--- config.mk ---
export PLATFORM = sky130hd
export DESIGN_NAME = stage_memory_access
export DESIGN_NICKNAME = d
export VERILOG_FILES = /design/src/rtl/stage_memory_access.sv
export SDC_FILE = /design/constraint.sdc
export NUM_CORES = 1
export LEC_CHECK = 0
export BUFFER_PORTS_ARGS = -buffer_cell sky130_fd_sc_hd__buf_2
export CAP_MARGIN = 5
export CORE_MARGIN = 8
export CORE_UTILIZATION = 46
export DETAILED_ROUTE_END_ITERATION = 10
export GPL_ROUTABILITY_DRIVEN = 1
export HOLD_SLACK_MARGIN = 0.08
export PLACE_DENSITY = 0.89
export SYNTH_ARGS = -nofsm -noshare
export SYNTH_HDL_FRONTEND = slang
export SYNTH_SLANG_ARGS = --single-unit
--- constraint.sdc ---
create_clock -name clk_i -period 10 [get_ports clk_i]
set_input_delay 2 -clock clk_i [delete_from_list [all_inputs] [get_ports clk_i]]
set_output_delay 2 -clock clk_i [all_outputs]
set_load 0.03 [all_outputs]
--- src/rtl/stage_memory_access.sv ---
// Memory-access pipeline stage: one req/gnt/rvalid data-bus transaction per load/store.
// Optional MA_MISALIGN_TRAP_EN: misaligned H/W accesses skip the bus and retire flagged.
package stage_memory_access_pkg;
    typedef enum logic [1:0] {
        MA_X     = 2'd0,
        MA_LOAD  = 2'd1,
        MA_STORE = 2'd2
    } ma_mode_t;

    typedef enum logic [2:0] {
        MA_SIZE_B  = 3'b000,
        MA_SIZE_H  = 3'b001,
        MA_SIZE_W  = 3'b010,
        MA_SIZE_BU = 3'b100,
        MA_SIZE_HU = 3'b101
    } ma_size_t;

    typedef logic [4:0] regaddr_t;

    localparam logic [31:0] NOP_PC = 32'hFFFF_FFFF;
    localparam logic [31:0] NOP_IR = 32'h0000_0013;
endpackage

module stage_memory_access
    import stage_memory_access_pkg::*;
#(
    parameter int DMEM_ADDR_WIDTH = 30
) (
    input  logic                       clk_i,
    input  logic                       reset_i,
    input  logic                       ex_valid_i,
    output logic                       ex_ready_o,
    input  logic [31:0]                ex_pc_i,
    input  logic [31:0]                ex_ir_i,
    input  ma_mode_t                   ex_ma_mode_i,
    input  ma_size_t                   ex_ma_size_i,
    input  logic [31:0]                ex_ma_addr_i,
    input  logic [31:0]                ex_ma_data_i,
    input  regaddr_t                   ex_wb_addr_i,
    input  logic [31:0]                ex_wb_data_i,
    input  logic                       ex_wb_valid_i,
    output logic                       dmem_req_o,
    output logic                       dmem_we_o,
    output logic [DMEM_ADDR_WIDTH-1:0] dmem_addr_o,
    output logic [3:0]                 dmem_wmask_o,
    output logic [31:0]                dmem_wdata_o,
    input  logic                       dmem_gnt_i,
    input  logic                       dmem_rvalid_i,
    input  logic [31:0]                dmem_rdata_i,
    output logic [31:0]                ma_pc_o,
    output logic [31:0]                ma_ir_o,
    output regaddr_t                   ma_wb_addr_o,
    output logic [31:0]                ma_wb_data_o,
    output logic                       ma_wb_valid_o,
    output logic                       ma_misaligned_o
);

    typedef enum logic [1:0] {
        S_IDLE = 2'd0,
        S_REQ  = 2'd1,
        S_RESP = 2'd2
    } state_t;

    function automatic logic [3:0] store_mask(ma_size_t s, logic [1:0] off);
        case (s)
            MA_SIZE_B, MA_SIZE_BU: return 4'b0001 << off;
            MA_SIZE_H, MA_SIZE_HU: return off[1] ? 4'b1100 : 4'b0011;
            default:               return 4'b1111;
        endcase
    endfunction

    function automatic logic [31:0] store_data(ma_size_t s, logic [31:0] d);
        case (s)
            MA_SIZE_B, MA_SIZE_BU: return {4{d[7:0]}};
            MA_SIZE_H, MA_SIZE_HU: return {2{d[15:0]}};
            default:               return d;
        endcase
    endfunction

    function automatic logic [31:0] load_extract(ma_size_t s, logic [1:0] off, logic [31:0] w);
        logic [7:0]  b;
        logic [15:0] h;
        b = w[{off, 3'b000} +: 8];
        h = off[1] ? w[31:16] : w[15:0];
        case (s)
            MA_SIZE_B:  return {{24{b[7]}}, b};
            MA_SIZE_BU: return {24'h0, b};
            MA_SIZE_H:  return {{16{h[15]}}, h};
            MA_SIZE_HU: return {16'h0, h};
            default:    return w;
        endcase
    endfunction

`ifdef MA_MISALIGN_TRAP_EN
    function automatic logic is_misaligned(ma_size_t s, logic [1:0] off);
        case (s)
            MA_SIZE_B, MA_SIZE_BU: return 1'b0;
            MA_SIZE_H, MA_SIZE_HU: return off[0];
            default:               return off != 2'b00;
        endcase
    endfunction
`endif

    state_t                     state_q;
    logic [31:0]                pc_q, ir_q, wb_data_q;
    regaddr_t                   wb_addr_q;
    logic                       wb_valid_q, is_store_q;
    ma_size_t                   size_q;
    logic [1:0]                 off_q;
    logic                       dmem_req_q, dmem_we_q;
    logic [DMEM_ADDR_WIDTH-1:0] dmem_addr_q;
    logic [3:0]                 dmem_wmask_q;
    logic [31:0]                dmem_wdata_q;
    logic [31:0]                ma_pc_q, ma_ir_q, ma_wb_data_q;
    regaddr_t                   ma_wb_addr_q;
    logic                       ma_wb_valid_q;
    logic                       is_mem_op_d;

    assign is_mem_op_d = (ex_ma_mode_i == MA_LOAD) || (ex_ma_mode_i == MA_STORE);

`ifdef MA_MISALIGN_TRAP_EN
    logic ma_misaligned_q;
    logic misaligned_d;
    assign misaligned_d    = is_misaligned(ex_ma_size_i, ex_ma_addr_i[1:0]);
    assign ma_misaligned_o = ma_misaligned_q;
`else
    assign ma_misaligned_o = 1'b0;
`endif

    always_ff @(posedge clk_i or posedge reset_i) begin
        if (reset_i) begin
            state_q       <= S_IDLE;
            pc_q          <= '0;
            ir_q          <= '0;
            wb_data_q     <= '0;
            wb_addr_q     <= '0;
            wb_valid_q    <= 1'b0;
            is_store_q    <= 1'b0;
            size_q        <= MA_SIZE_W;
            off_q         <= '0;
            dmem_req_q    <= 1'b0;
            dmem_we_q     <= 1'b0;
            dmem_addr_q   <= '0;
            dmem_wmask_q  <= '0;
            dmem_wdata_q  <= '0;
            ma_pc_q       <= NOP_PC;
            ma_ir_q       <= NOP_IR;
            ma_wb_addr_q  <= '0;
            ma_wb_data_q  <= '0;
            ma_wb_valid_q <= 1'b0;
`ifdef MA_MISALIGN_TRAP_EN
            ma_misaligned_q <= 1'b0;
`endif
        end else begin
            // Retirement outputs are single-cycle; default back to a NOP
            ma_pc_q       <= NOP_PC;
            ma_ir_q       <= NOP_IR;
            ma_wb_addr_q  <= '0;
            ma_wb_data_q  <= '0;
            ma_wb_valid_q <= 1'b0;
`ifdef MA_MISALIGN_TRAP_EN
            ma_misaligned_q <= 1'b0;
`endif
            case (state_q)
                S_IDLE: begin
                    if (ex_valid_i && !is_mem_op_d) begin
                        ma_pc_q       <= ex_pc_i;
                        ma_ir_q       <= ex_ir_i;
                        ma_wb_addr_q  <= ex_wb_addr_i;
                        ma_wb_data_q  <= ex_wb_data_i;
                        ma_wb_valid_q <= ex_wb_valid_i;
                    end
`ifdef MA_MISALIGN_TRAP_EN
                    else if (ex_valid_i && misaligned_d) begin
                        ma_pc_q         <= ex_pc_i;
                        ma_ir_q         <= ex_ir_i;
                        ma_wb_addr_q    <= ex_wb_addr_i;
                        ma_misaligned_q <= 1'b1;
                    end
`endif
                    else if (ex_valid_i) begin
                        pc_q         <= ex_pc_i;
                        ir_q         <= ex_ir_i;
                        wb_addr_q    <= ex_wb_addr_i;
                        wb_data_q    <= ex_wb_data_i;
                        wb_valid_q   <= ex_wb_valid_i;
                        is_store_q   <= (ex_ma_mode_i == MA_STORE);
                        size_q       <= ex_ma_size_i;
                        off_q        <= ex_ma_addr_i[1:0];
                        dmem_req_q   <= 1'b1;
                        dmem_we_q    <= (ex_ma_mode_i == MA_STORE);
                        dmem_addr_q  <= ex_ma_addr_i[DMEM_ADDR_WIDTH+1:2];
                        dmem_wmask_q <= (ex_ma_mode_i == MA_STORE) ?
                                        store_mask(ex_ma_size_i, ex_ma_addr_i[1:0]) : 4'b1111;
                        dmem_wdata_q <= store_data(ex_ma_size_i, ex_ma_data_i);
                        state_q      <= S_REQ;
                    end
                end
                S_REQ: begin
                    if (dmem_gnt_i) begin
                        dmem_req_q <= 1'b0;
                        dmem_we_q  <= 1'b0;
                        if (is_store_q) begin
                            ma_pc_q       <= pc_q;
                            ma_ir_q       <= ir_q;
                            ma_wb_addr_q  <= wb_addr_q;
                            ma_wb_data_q  <= wb_data_q;
                            ma_wb_valid_q <= wb_valid_q;
                            state_q       <= S_IDLE;
                        end else begin
                            state_q <= S_RESP;
                        end
                    end
                end
                S_RESP: begin
                    if (dmem_rvalid_i) begin
                        ma_pc_q       <= pc_q;
                        ma_ir_q       <= ir_q;
                        ma_wb_addr_q  <= wb_addr_q;
                        ma_wb_data_q  <= load_extract(size_q, off_q, dmem_rdata_i);
                        ma_wb_valid_q <= wb_valid_q;
                        state_q       <= S_IDLE;
                    end
                end
                default: state_q <= S_IDLE;
            endcase
        end
    end

    assign ex_ready_o    = (state_q == S_IDLE);
    assign dmem_req_o    = dmem_req_q;
    assign dmem_we_o     = dmem_we_q;
    assign dmem_addr_o   = dmem_addr_q;
    assign dmem_wmask_o  = dmem_wmask_q;
    assign dmem_wdata_o  = dmem_wdata_q;
    assign ma_pc_o       = ma_pc_q;
    assign ma_ir_o       = ma_ir_q;
    assign ma_wb_addr_o  = ma_wb_addr_q;
    assign ma_wb_data_o  = ma_wb_data_q;
    assign ma_wb_valid_o = ma_wb_valid_q;

endmodule

==> metrics <==
Hold Crit Class=flop to flop; grt total ovfl=0; num rows=57; FFs w/ async S/R, synth=1.00; CP cell instances=buf_2 -> inv_1 -> ha_1 -> nor4b_4 -> buf_4 -> nand2_1 -> o32a_1; pin count of the biggest net entering global routing=about 150; area growth from synthesis to layout=25.9%; number of nets in the layout=roughly 1700; WL/cell=~19 um; DP Wirelength=24700 um; first-pass GRT wire length=approximately 56000 um; Worst VDD drop=223 uV; Detail Route Antenna Nets=0; Initial DRC Count=about 1200; deepest clock path buffer count=3; Die W=173 um; Placeable Area=roughly 24000 um^2; Post-CTS Hold Buffers=0; commonest non-fill, non-tap cell in the layout=nand2_1; cts repair resizes=0; Synth Flop Type=dfrtp_1; vias in the first global route=~10000; CP max stage cell=nor4b_4; Synth Register Bits=280; Largest stage delay, worst path=a little over 0.9 ns; status=finished, final reports clean; via count=approximately 10000; delay-heaviest family, CP=simple AND/OR/NAND/NOR gates; sequential-to-total area share from yosys stat=0.619; # IOs=380; WHS=around 0.47 ns; routability cong.=roughly 0.91; CTS clock-pin slew for the worst setup and hold paths=0.06 ns; final hold violation count=0; initial antenna violation count=9; Mapped Cells=between 1000 and 1500; layout cells sized above 1=0.319; # Post-CTS Setup Buffers=0; CTS root buffer=clkbuf_16; Power Total=4620 uW; Startpoint Class=primary input; Worst setup EP type=flop; skew final=between 0.008 and 0.009 ns; Leak Pwr=roughly 0.0076 uW; Yosys Warn Count=0; Initial Util=0.469; average cell area after synthesis=just under 10 um^2; cell area after synthesis=11400 um^2; Max Slew Vio Count=0; post-synth cell types=46; Crit Path Class=primary input to flop; CTS tree=built; vias per cell=around 5.4; TNS Setup=0 ns; die area=around 30000 um^2; commonest non-fill, non-tap cells in the layout=nand2_1 (490), buf_2 (378), dfrtp_1 (244); drt first pass iters=8; port buffer count=approximately 380; CTS H-tree lvls=1; crit path DAT=slightly below 5 ns; power density of the placed cells=about 320 nW/um^2; Clk Latency, worst-skew pair=~0.54 ns; Buf/Inv on CP=3; fillers=between 2000 and 2500; max_cap viols=0; Tcrit/Tclk final=0.454; All-Layer GR Usage=0.227; syn_nets=about 1400; Critical Path RT=between 10 and 15 ns; TritonCTS buffer count=29; Final setup viols=0; chip height=173 um; FMAX=between 200 and 250 MHz; Post-Route WL=35500 um; RSZ-0062 raised after global routing=no; Crit Path Max Fanout=between 90 and 100; measured slew at the worst slew-check pin=between 1 and 1.5 ns; total clock sinks=280; Post-route DRC=0; Post-synth EDFFs=0; worst relative slew slack=0.0831; Tmin final=between 4 and 5 ns
[cells by family (layout without fill, tap and decap cells)]
logic type,Yosys count,in the layout,share of synthesized area
compound gates,202,202,0.122
fa+ha+maj,1,1,0.00110
buf+inv,89,451,0.0376
flops,280,280,0.619
mux,34,34,0.0304
other cells,1,7,0.000329
simple gates,551,551,0.190
[layout make-up]
class	count	area, um^2	area share
Clock inverter	12	123	0.00855
Timing Repair Buffer	388	1980	0.138
Multi-Input combinational cell	789	3930	0.274
Sequential cell	280	7050	0.492
Inverter	11	48.8	0.00340
Antenna cell	6	15.0	0.00105
Clock buffer	40	797	0.0556
Tap cell	324	405	0.0283
[synthesized netlist by cell type, types with 5 or more instances]
master,number,share of area
nand2_1,490,0.16
dfrtp_1,244,0.54
o21ai_0,46,0.020
nor2_1,37,0.012
dfstp_2,36,0.083
a22o_1,35,0.027
a21oi_1,34,0.015
buf_2,33,0.014
clkbuf_1,33,0.011
o22ai_1,33,0.018
mux2i_1,29,0.025
a222oi_1,17,0.015
a22oi_1,16,0.011
inv_1,11,0.0036
buf_6,6,0.0059
a221oi_1,5,0.0038
mux2_2,5,0.0049
[sequential cells by signal, indices dropped and copies added (netlist names)]
name and cells:
wb_valid_q 1, off_q 2, wb_data_q 32, state_q 2, ma_wb_addr_o 5, ir_q 32, dmem_we_o 1, size_q 3
dmem_wmask_o 4, ma_wb_valid_o 1, dmem_wdata_o 32, ma_ir_o 32, pc_q 32, wb_addr_q 5, dmem_addr_o 30, is_store_q 1
dmem_req_o 1, ma_pc_o 32, ma_wb_data_o 32
[per-stage QoR]
step | cell area [um^2] | setup slack (ns) | instances | utilization
2_1_floorplan | 11400 | 0.337 | 1158 | -
3_3_place_gp | 13400 | 5.05 | 1792 | 0.551
3_5_place_dp | 13400 | 4.94 | 1792 | 0.551
4_1_cts | 14300 | 5.52 | 1844 | 0.589
5_1_grt | 14300 | 5.27 | 1850 | 0.590
6_report | 14300 | 5.46 | 1850 | 0.590
[worst register-to-register path, stage by stage, from the launching register on]
cell and delay, ns:
dfrtp_1 0.59, nor4b_4 1.04, buf_4 0.86, nand2_1 0.31
o32a_1 0.38
[final timing paths]
kind,from,end,slack (ns),depth (start not counted)
worst max-delay path,ex_ma_mode_i[0],dmem_wmask_o[0]$_DFFE_PP0P_,5.46,7
worst min-delay path,dmem_addr_o[11]$_DFFE_PP0P_,dmem_addr_o[11]$_DFFE_PP0P_,0.47,2
worst max register to register,state_q[1]$_DFFE_PP0P_,dmem_wmask_o[0]$_DFFE_PP0P_,6.72,4
worst min register to register,dmem_addr_o[11]$_DFFE_PP0P_,dmem_addr_o[11]$_DFFE_PP0P_,0.47,2
max in group asynchronous,reset_i,dmem_wdata_o[0]$_DFFE_PP0P_,7.04,3
min in group asynchronous,reset_i,ma_ir_o[9]$_DFF_PP0_,1.67,2
[layer usage]
| layer | GRT usage | routed length (um) | part of all wire | vias to the layer above |
|---|---|---|---|---|
| met4 | 0.101 | 1530 | 0.043 | 4 |
| li1 | - | - | - | 4547 |
| met2 | 0.379 | 17100 | 0.48 | 589 |
| met3 | 0.0749 | 3660 | 0.10 | 115 |
| met5 | 0 | 23 | 0.00065 | - |
| met1 | 0.262 | 13200 | 0.37 | 4779 |
[where the power goes]
group / total, uW / internal [uW] / switching (uW)
registers: 1910 / 1640 / 264
clock network: 1040 / 608 / 436
logic: 1680 / 495 / 1180
Note: power is estimated with default switching activity, not from simulation.
